File: src/rtl/mem_bus_arbiter.sv
// Two-master (CPU/DMA) arbiter in front of a single-port MEMORY block.
// Round-robin on ties, FRAM wait-state insertion, registered read data and one-cycle acks.
module mem_bus_arbiter #(
    parameter logic [15:0] FRAM_START = 16'h4400,
    parameter int          FRAM_WAIT  = 1,
    parameter int          CNT_W      = 3
) (
    input  logic        MCLK,
    input  logic        reset,
    input  logic        CPU_req,
    input  logic [15:0] CPU_MAB,
    input  logic [15:0] CPU_MDBwrite,
    input  logic        CPU_MW,
    input  logic        CPU_BW,
    output logic        CPU_ack,
    input  logic        DMA_req,
    input  logic [15:0] DMA_MAB,
    input  logic [15:0] DMA_MDBwrite,
    input  logic        DMA_MW,
    input  logic        DMA_BW,
    output logic        DMA_ack,
    output logic [15:0] MAB,
    output logic [15:0] MDBwrite,
    output logic        MW,
    output logic        BW,
    input  logic [15:0] MDBread,
    output logic [15:0] RDATA,
    output logic [1:0]  GNT
);

    localparam logic [CNT_W-1:0] WAIT_LOAD = CNT_W'(FRAM_WAIT);
    localparam logic [1:0]       GNT_NONE  = 2'b00;
    localparam logic [1:0]       GNT_CPU   = 2'b01;
    localparam logic [1:0]       GNT_DMA   = 2'b10;

    typedef enum logic {
        S_IDLE,
        S_ACCESS
    } state_t;

    state_t            state_q, state_d;
    logic [15:0]       mab_q, mab_d;
    logic [15:0]       mdbw_q, mdbw_d;
    logic              mw_q, mw_d;
    logic              bw_q, bw_d;
    logic [CNT_W-1:0]  cnt_q, cnt_d;
    logic [15:0]       rdata_q, rdata_d;
    logic              cpu_ack_q, cpu_ack_d;
    logic              dma_ack_q, dma_ack_d;
    logic [1:0]        gnt_q, gnt_d;
    logic              prefer_dma_q, prefer_dma_d;

    logic              cpu_eff;
    logic              dma_eff;
    logic              pick_dma;
    logic [15:0]       win_mab;
    logic [15:0]       win_mdbw;
    logic              win_mw;
    logic              win_bw;

    // A master is not eligible in the cycle its own ack is showing.
    assign cpu_eff = CPU_req && !cpu_ack_q;
    assign dma_eff = DMA_req && !dma_ack_q;

    always_comb begin
        pick_dma = dma_eff && (!cpu_eff || prefer_dma_q);
        win_mab  = pick_dma ? DMA_MAB      : CPU_MAB;
        win_mdbw = pick_dma ? DMA_MDBwrite : CPU_MDBwrite;
        win_mw   = pick_dma ? DMA_MW       : CPU_MW;
        win_bw   = pick_dma ? DMA_BW       : CPU_BW;
    end

    always_comb begin
        state_d      = state_q;
        mab_d        = mab_q;
        mdbw_d       = mdbw_q;
        mw_d         = mw_q;
        bw_d         = bw_q;
        cnt_d        = cnt_q;
        rdata_d      = rdata_q;
        cpu_ack_d    = 1'b0;
        dma_ack_d    = 1'b0;
        gnt_d        = gnt_q;
        prefer_dma_d = prefer_dma_q;

        case (state_q)
            S_IDLE: begin
                gnt_d = GNT_NONE;
                if (cpu_eff || dma_eff) begin
                    mab_d        = win_mab;
                    mdbw_d       = win_mdbw;
                    mw_d         = win_mw;
                    bw_d         = win_bw;
                    gnt_d        = pick_dma ? GNT_DMA : GNT_CPU;
                    prefer_dma_d = !pick_dma;
                    cnt_d        = (win_mab >= FRAM_START) ? WAIT_LOAD : '0;
                    state_d      = S_ACCESS;
                end
            end
            S_ACCESS: begin
                if (cnt_q != '0) begin
                    cnt_d = cnt_q - 1'b1;
                end else begin
                    if (!mw_q) begin
                        rdata_d = MDBread;
                    end
                    cpu_ack_d = (gnt_q == GNT_CPU);
                    dma_ack_d = (gnt_q == GNT_DMA);
                    gnt_d     = GNT_NONE;
                    state_d   = S_IDLE;
                end
            end
            default: begin
                state_d = S_IDLE;
                gnt_d   = GNT_NONE;
            end
        endcase
    end

    always_ff @(posedge MCLK) begin
        if (reset) begin
            state_q      <= S_IDLE;
            mab_q        <= '0;
            mdbw_q       <= '0;
            mw_q         <= 1'b0;
            bw_q         <= 1'b0;
            cnt_q        <= '0;
            rdata_q      <= '0;
            cpu_ack_q    <= 1'b0;
            dma_ack_q    <= 1'b0;
            gnt_q        <= GNT_NONE;
            prefer_dma_q <= 1'b0;
        end else begin
            state_q      <= state_d;
            mab_q        <= mab_d;
            mdbw_q       <= mdbw_d;
            mw_q         <= mw_d;
            bw_q         <= bw_d;
            cnt_q        <= cnt_d;
            rdata_q      <= rdata_d;
            cpu_ack_q    <= cpu_ack_d;
            dma_ack_q    <= dma_ack_d;
            gnt_q        <= gnt_d;
            prefer_dma_q <= prefer_dma_d;
        end
    end

    // The write strobe is confined to the last access cycle so each write hits MEMORY once.
    assign MW       = (state_q == S_ACCESS) && mw_q && (cnt_q == '0);
    assign MAB      = mab_q;
    assign MDBwrite = mdbw_q;
    assign BW       = bw_q;
    assign RDATA    = rdata_q;
    assign CPU_ack  = cpu_ack_q;
    assign DMA_ack  = dma_ack_q;
    assign GNT      = gnt_q;

endmodule

File: config.mk
export PLATFORM = sky130hd
export DESIGN_NAME = mem_bus_arbiter
export DESIGN_NICKNAME = d
export VERILOG_FILES = /design/src/rtl/mem_bus_arbiter.sv
export SDC_FILE = /design/constraint.sdc
export NUM_CORES = 1
export LEC_CHECK = 0
export CAP_MARGIN = 20
export CORE_MARGIN = 5
export CORE_UTILIZATION = 30
export DETAILED_ROUTE_END_ITERATION = 8
export HOLD_SLACK_MARGIN = 0.02
export MAX_ROUTING_LAYER = met4
export RECOVER_POWER = 100
export SYNTH_ARGS = -nofsm -noshare
export SYNTH_HDL_FRONTEND = slang
export SYNTH_SLANG_ARGS = --single-unit
File: constraint.sdc
create_clock -name MCLK -period 2.11 [get_ports MCLK]
set_input_delay 0.633 -clock MCLK [delete_from_list [all_inputs] [get_ports MCLK]]
set_output_delay 0.633 -clock MCLK [all_outputs]
set_load 0.02 [all_outputs]
==> impl_metrics.toml, run 1 <==
[drt]
route.detailed.drc = 0
dr_wl_met3_um = 506
top_layer = "met4"
dr_total_vias = 2433
routed_wirelength_um = 7790
dr.pass1.iters = 4
ant_nets = 0
viasPerCell = 4.62
route.met2.wl_um = 3910
wl_per_cell_um = 14.8
drt_iter0_markers = 83
wl_met1_um = 3210

[cts]
tritoncts = "built"
clockBufferDepth = 2
numCtsBuffers = 9
clkSinkCount = 59
ctsHtreeMaxLevel = 3
cts_root_buf = "clkbuf_8"
clkTransAtPathRegs_ps = 60
post_cts_buffers = 0
clk_latency_ps = 330

[yosys]
mappedNetlistNets = 363
syn_avg_cell_area_um2 = 9.98
ys_ff_latch = 59
synth_top_cell_area_share_pct = 43.4
synth_area_leaders = "dfxtp_1 (43%), a211oi_2 (14%), mux2i_1 (12%), nor2_1 (5.5%), nand2_1 (4.4%)"
netlist_area_mm2 = 0.00272
synth_seq_area_share_pct = 43.4
ys_types = 32
syn_inst = 273
synth_flop_cell = "dfxtp_1"
ys_warn_count = 0
synth_edf_count = 0
synth_top_area_cell = "dfxtp_1"
async_flop_share_pct = 0

[worst_setup_path]
crit_family = "buffers and inverters"
crit_required_ps = 2350
max_stage_delay_ps = 470
startpoint = "CPU_req"
worstPathArrival_ps = 2260
worst-setup-path-type = "input port to flop"
path_cells = "clkdlybuf4s50_1, nand2b_2, a21oi_1, buf_12, nor2_1, a211oi_2"
cp_max_fo = 36
crit_slowest_cell = "clkdlybuf4s50_1"
crit_buf_inv = 2
startpoint_type = "input port"
reg2reg_from = "cnt_q[0]$_SDFFE_PP0P_"
endpoint_kind = "flop"

[grt]
grt_pass1_wl_um = 12600
grt_overflow_total = 0
grt_pass1_vias = 2554
antenna_found_initial = 0
grt_max_degree = 37
grtUsageTotal_pct = 14.7

[die]
ioPinCount = 142
core_area_mm2 = 0.00881
die_y_um = 105
num_rows = 34
die_area_mm2 = 0.0111
die_x_um = 105
start_util_pct = 30.9

[power_and_ir_drop]
combPwrFrac_pct = 28.6
p_per_area_mw_per_mm2 = 716
seqPwrFrac_pct = 41.1
leakagePower_nw = 1.85
switching_power_uw = 922
irDropWorstVdd_mv = 0.310
p_clk_share_pct = 30.3
power_mw = 3.11
p_int_mw = 2.19
swShare_pct = 29.6

[sta]
finalSetupViolations = 0
hold_viol_final = 0
fmax_mhz = 496
drv_slew = 0
fin_ws_ps = 95.7
whs_ps = 452
finalClockSkew_ps = 6.11
worstMarginPinSlew_ps = 543
fin_crit_sh_pct = 95.5
fin_setup_tns_ps = 0
period_minus_slack_ps = 2010
rsz0062_at_grt = "false"
slew_headroom_pct = 63.8

[layout]
layout_commonest_cell = "clkdlybuf4s50_1"
design_area_mm2 = 0.00434
final_util_pct = 49.3
mostFrequentLayoutCells = "clkdlybuf4s50_1 (89), dfxtp_1 (59), dlygate4sd3_1 (50), nor2_1 (40), mux2i_1 (34)"
fillerInstances = 859
multi_input_area_mm2 = 0.00129
finalNetCount = 505
seq_area_mm2 = 0.00118
antennaDiodeCount = 0
drive_gt1_share_pct = 12.6
syn_to_final_growth_pct = 59.4
layout.cells.non_filler = 527

[place]
place_congestion = 0.706
dpl_worst_slack_ps = -113
dpl.hpwl_um = 6010
io_buffers = 141
dp_cells = 512
placed_area_mm2 = 0.00425

[flow_run]
cap_violations = 0

[run_status]
status = "finished, final reports clean"

[hold_path]
min_from = "RDATA[9]$_SDFFE_PP0P_"
hold_path_class = "flop to flop"
-- logic make-up (layout without fill, tap and decap cells) --
logic type                 Yosys count  after routing  synth area share, %
and+or+nand+nor                     89             89                 14.6
AOI/OAI and AO/OA                   61             61                 20.7
DFF                                 59             59                 43.4
muxes                               35             35                 13.0
buffers and inverters               26            172                 7.07
adders and majority gates            2              2                0.919
xor gates and xnor gates             1              1                0.322
-- routing by layer --
| metal | track usage, % | up-vias |
|---|---|---|
| met5 | - | - |
| met1 | 15.9 | 1115 |
| met2 | 25.0 | 73 |
| li1 | - | 1235 |
| met3 | 4.95 | 10 |
| met4 | 5.25 | 0 |
-- area by class of cell --
cell class / count / area share, %
Clock inverter: 2 / 0.230
Multi-Input combinational cell: 188 / 29.8
Clock buffer: 13 / 3.89
Tap cell: 108 / 3.11
Sequential cell: 59 / 27.2
Timing Repair Buffer: 154 / 35.5
Inverter: 3 / 0.259
-- power groups by stage --
stage               registers, mW  clock network, mW  logic (mW)
detailed placement           1.31                  0       0.965
floorplan                    1.42                  0       0.411
CTS                          1.29              0.977       0.970
global placement             1.31                  0       0.956
finish                       1.28              0.943       0.889
global route                 1.29               1.03       0.966
-- worst paths after layout --
path                                              end  slack [ps]  depth (start not counted)
worst max-delay path             MAB[15]$_SDFFE_PP0P_         100                          6
worst min-delay path            RDATA[9]$_SDFFE_PP0P_         450                          2
worst max register to register  RDATA[7]$_SDFFE_PP0P_         450                          8
worst min register to register  RDATA[9]$_SDFFE_PP0P_         450                          2
-- state kept, by name (all words and copies together), names as in the netlist --
register      count
GNT               2
state_q           1
RDATA            16
MAB              16
cnt_q             3
mw_q              1
prefer_dma_q      1
CPU_ack           1
BW                1
DMA_ack           1
MDBwrite         16
-- worst reg2reg max path: stages, from the launching register on --
cell and delay [ps]:
dfxtp_1 350, inv_1 70, ha_1 210, nand3b_1 110
clkbuf_1 180, nand2b_1 120, clkbuf_2 310, nand2_1 90
a21oi_1 150
-- cells in the mapped netlist (2+ instances only) --
cell type	instances
a211oi_2	30
buf_2	7
nor3_1	2
nand2b_1	4
buf_4	4
a21oi_1	19
buf_12	3
clkbuf_1	6
a22oi_1	2
dfxtp_1	59
nor2_1	40
nor4b_1	2
or4_1	2
nand2_1	32
inv_1	3
buf_6	3
ha_1	2
mux2i_1	34
a211oi_1	6
-- timing repair --
item                                    4_1_cts  5_1_grt
endpoints found under the hold margin         0        0
endpoints found under the setup margin        1        1
gates resized for setup                       2        1
hold buffers                                  0        0
Power figures use the tool's default switching activity.
==> run 2, diff against run 1 <==
--- a/constraint.sdc
+++ b/constraint.sdc
@@ -3,2 +3,2 @@
 set_output_delay 0.633 -clock MCLK [all_outputs]
-set_load 0.02 [all_outputs]
+set_load 0.01 [all_outputs]
==> impl_metrics.toml, run 2 (synthesis results as in run 1) <==
[die]
start_util_pct = 30.9
num_rows = 34
die_area_mm2 = 0.0111
ioPinCount = 142
core_area_mm2 = 0.00881
die_x_um = 105
die_y_um = 105

[place]
place_congestion = 0.706
dpl.hpwl_um = 6010
io_buffers = 141
dpl_worst_slack_ps = -113

[worst_setup_path]
reg2reg_from = "cnt_q[0]$_SDFFE_PP0P_"
reg2reg_slack_ps = 450
cp_max_fo = 36
reg2reg_depth = 8
worst-setup-path-type = "input port to flop"
startpoint_type = "input port"
crit_required_ps = 2350
endpoint_kind = "flop"
worstPathArrival_ps = 2260
timing.rr.end = "RDATA[7]$_SDFFE_PP0P_"

[sta]
rsz0062_at_grt = "false"
hold_viol_final = 0
fmax_mhz = 496
drv_slew = 0
finalSetupViolations = 0
finalClockSkew_ps = 6.11
period_minus_slack_ps = 2010
fin_setup_tns_ps = 0
worstMarginPinSlew_ps = 543
whs_ps = 452
slew_headroom_pct = 63.8
fin_ws_ps = 95.4
fin_crit_sh_pct = 95.5

[drt]
ant_nets = 0
dr_total_vias = 2434
dr.pass1.iters = 4
routed_wirelength_um = 7800
route.detailed.drc = 0
drt_iter0_markers = 84
viasPerCell = 4.62
wl_per_cell_um = 14.8

[power_and_ir_drop]
p_per_area_mw_per_mm2 = 698
switching_power_uw = 848
swShare_pct = 27.9
leakagePower_nw = 1.85
irDropWorstVdd_mv = 0.309
seqPwrFrac_pct = 42.1
p_int_mw = 2.19
combPwrFrac_pct = 26.8
p_clk_share_pct = 31.1

[grt]
grt_pass1_vias = 2554
grtUsageTotal_pct = 14.7
grt_pass1_wl_um = 12600
grt_overflow_total = 0
antenna_found_initial = 0
grt_max_degree = 37

[cts]
cts_root_buf = "clkbuf_8"
numCtsBuffers = 9
tritoncts = "built"
clkTransAtPathRegs_ps = 60
post_cts_buffers = 0
clockBufferDepth = 2
ctsHtreeMaxLevel = 3
clk_latency_ps = 330
clkSinkCount = 59

[flow_run]
cap_violations = 0

[layout]
mostFrequentLayoutCells = "clkdlybuf4s50_1 (87), dfxtp_1 (59), dlygate4sd3_1 (52), nor2_1 (40), mux2i_1 (34)"
drive_gt1_share_pct = 12.4
layout_commonest_cell = "clkdlybuf4s50_1"
fillerInstances = 858
syn_to_final_growth_pct = 59.6
antennaDiodeCount = 0
finalNetCount = 505

[hold_path]
holdPathStages = 2
hold_end = "RDATA[9]$_SDFFE_PP0P_"
min_from = "RDATA[9]$_SDFFE_PP0P_"
hold_path_class = "flop to flop"

[run_status]
status = "finished, final reports clean"
[run 2: cell types whose count changed in the layout (fill, tap and decap cells not counted)]
cell             delta
clkbuf_2            -1
clkdlybuf4s15_1     +1
clkdlybuf4s50_1     -2
dlygate4sd3_1       +2
[run 2: layout make-up]
cell class                      instances  area, um^2  area share, %
Inverter                                3        11.3          0.259
Tap cell                              108         135           3.11
Multi-Input combinational cell        188        1290           29.8
Sequential cell                        59        1180           27.2
Clock buffer                           13         169           3.88
Clock inverter                          2        10.0          0.230
Timing Repair Buffer                  154        1550           35.6
[run 2: critical path, cell delays in order]
cell,delay [ps]
clkdlybuf4s50_1,470
nand2b_2,90
a21oi_1,470
buf_12,280
nor2_1,90
a211oi_2,210
[run 2: worst max-delay path by stage]
| stage | start | to |
|---|---|---|
| 3_5_place_dp | CPU_req | MDBwrite[6]$_SDFFE_PP0P_ |
| 5_1_grt | cnt_q[0]$_SDFFE_PP0P_ | MW |
| 3_3_place_gp | CPU_req | mw_q$_SDFFE_PP0P_ |
| 4_1_cts | cnt_q[0]$_SDFFE_PP0P_ | MW |
| 2_1_floorplan | DMA_MAB[11] | cnt_q[0]$_SDFFE_PP0P_ |
| 6_report | CPU_req | MAB[15]$_SDFFE_PP0P_ |
[run 2: metrics by stage]
step,instances,utilization [%],power (mW),area [um^2]
floorplan,273,-,1.76,2720
global placement,512,48.2,2.19,4250
detailed placement,512,48.2,2.20,4250
CTS,527,50.2,3.16,4420
global route,527,49.4,3.22,4350
finish,527,49.4,3.04,4350
[run 2: routing by layer]
metal	vias up	global-route usage, %	wire length (um)
li1	1235	-	-
met1	1116	15.9	3230
met2	73	25.0	3900
met3	10	4.95	506
met4	0	5.25	160
met5	-	-	0
[run 2: repair_timing]
action	CTS	global route
gates resized for setup	1	1
setup endpoints to repair	1	1
gates cloned	0	0
hold buffers	0	0
[run 2: power by group through the flow]
stage,registers (mW),logic [mW],clock network [mW]
final,1.28,0.815,0.944
after global routing,1.29,0.891,1.03
after CTS,1.29,0.895,0.977
after detailed placement,1.31,0.891,0
after global placement,1.31,0.881,0
after floorplan,1.35,0.411,0
==> run 3, diff against run 2 <==
- CORE_MARGIN: 5 -> 8
- CORE_UTILIZATION: 30 -> 43
- PLACE_DENSITY: default -> 0.86
==> impl_metrics.toml, run 3 (synthesis results as in run 1) <==
[die]
die_y_um = 95.6
num_rows = 29
core_area_mm2 = 0.00624
start_util_pct = 43.6
die_area_mm2 = 0.00914
ioPinCount = 142
die_x_um = 95.6

[layout]
drive_gt1_share_pct = 14.1
mostFrequentLayoutCells = "clkdlybuf4s50_1 (85), dfxtp_1 (59), dlygate4sd3_1 (54), nor2_1 (40), mux2i_1 (34)"
finalNetCount = 504
antennaDiodeCount = 0
layout_commonest_cell = "clkdlybuf4s50_1"
fillerInstances = 515
layout.cells.non_filler = 495
syn_to_final_growth_pct = 58.7
final_util_pct = 69.2

[drt]
dr_total_vias = 2499
routed_wirelength_um = 8100
viasPerCell = 5.05
ant_nets = 0
dr.pass1.iters = 4
wl_per_cell_um = 16.4
drt_iter0_markers = 79
route.detailed.drc = 0

[cts]
clockBufferDepth = 2
clkSinkCount = 59
tritoncts = "built"
numCtsBuffers = 9
postCtsHoldBufs = 0
ctsHtreeMaxLevel = 3
cts_root_buf = "clkbuf_8"
clkTransAtPathRegs_ps = 70
clk_latency_ps = 320

[worst_setup_path]
startpoint_type = "flop"
worst-setup-path-type = "flop to output pin"
path_cells = "dlygate4sd3_1"
crit_required_ps = 1480
crit_family = "buffers and inverters"
max_stage_delay_ps = 640
crit_buf_inv = 1
crit_slowest_cell = "dlygate4sd3_1"
endpoint_kind = "output pin"
cp_max_fo = 3
worstPathArrival_ps = 1350

[sta]
fin_crit_sh_pct = 94.2
fmax_mhz = 503
hold_viol_final = 0
rsz0062_at_grt = "false"
finalClockSkew_ps = 6.92
drv_slew = 0
period_minus_slack_ps = 1990
whs_ps = 450
finalSetupViolations = 0
slew_headroom_pct = 58.0
worstMarginPinSlew_ps = 629

[power_and_ir_drop]
leakagePower_nw = 1.85
irDropWorstVdd_mv = 0.418
p_per_area_mw_per_mm2 = 702
power_mw = 3.03

[flow_run]
cap_violations = 0

[grt]
grtUsageTotal_pct = 18.5
antenna_found_initial = 0
grt_max_degree = 31
grt_pass1_vias = 2696
grt_pass1_wl_um = 12800
grt_overflow_total = 0

[place]
io_buffers = 141
place_congestion = 0.800
dp_cells = 480
dpl.hpwl_um = 6400

[run_status]
status = "finished, final reports clean"

[hold_path]
hold_path_class = "flop to flop"
run 3: changes by cell type in the layout (fill, tap and decap cells not counted), sizes merged:
cell,before,now
buf,12,11
clkbuf,15,16
clkdlybuf4s15,1,0
dlygate4sd3,52,54
clkdlybuf4s50,87,85
run 3: layer usage:
layer	GRT usage, %	wire [um]
met5	-	0
met4	8.96	177
met3	4.33	605
met2	31.7	4110
met1	19.5	3210
run 3: power by group:
group          switching (mW)  internal, mW  total (mW)
logic                   0.379         0.445       0.824
clock network           0.417         0.513       0.929
registers              0.0562          1.22        1.28
run 3: worst paths after layout:
| check | slack [ps] | cells after the start | startpoint | to |
|---|---|---|---|---|
| worst max-delay path | 120 | 1 | DMA_ack$_SDFF_PP0_ | DMA_ack |
| worst min-delay path | 450 | 2 | RDATA[3]$_SDFFE_PP0P_ | RDATA[3]$_SDFFE_PP0P_ |
| worst max register to register | 200 | 7 | cnt_q[0]$_SDFFE_PP0P_ | RDATA[14]$_SDFFE_PP0P_ |
| worst min register to register | 450 | 2 | RDATA[3]$_SDFFE_PP0P_ | RDATA[3]$_SDFFE_PP0P_ |
run 3: repair_timing:
item / CTS / global route
gates resized for setup: 1 / 2
pin swaps: 0 / 0
endpoints found under the setup margin: 1 / 1
setup buffers: 0 / 0
hold endpoints to repair: 0 / 0
gates cloned: 0 / 0
run 3: through the flow:
stage	TNS (ps)	setup slack, ps	cell area (um^2)
final	0	122	4320
after detailed placement	-1640	-106	4190
after global placement	-791	-55.4	4190
after floorplan	0	508	2720
after global routing	0	54.2	4320
after CTS	0	53.8	4370
run 3: cell type report:
class | instances | area (um^2) | share of cell area (%)
clock inverter | 2 | 10.0 | 0.232
tap | 77 | 96.3 | 2.23
inverter | 3 | 11.3 | 0.261
sequential | 59 | 1180 | 27.3
multi-input combinational | 188 | 1350 | 31.1
timing repair buffer | 153 | 1510 | 34.9
clock buffer | 13 | 169 | 3.91
run 3: worst min-delay path: cells and delay by family (launching register included):
kind / cells / cell delay, ps
AO/OA/AOI/OAI: 1 / 50
flip-flops: 1 / 310
AND/OR/NAND/NOR: 1 / 50
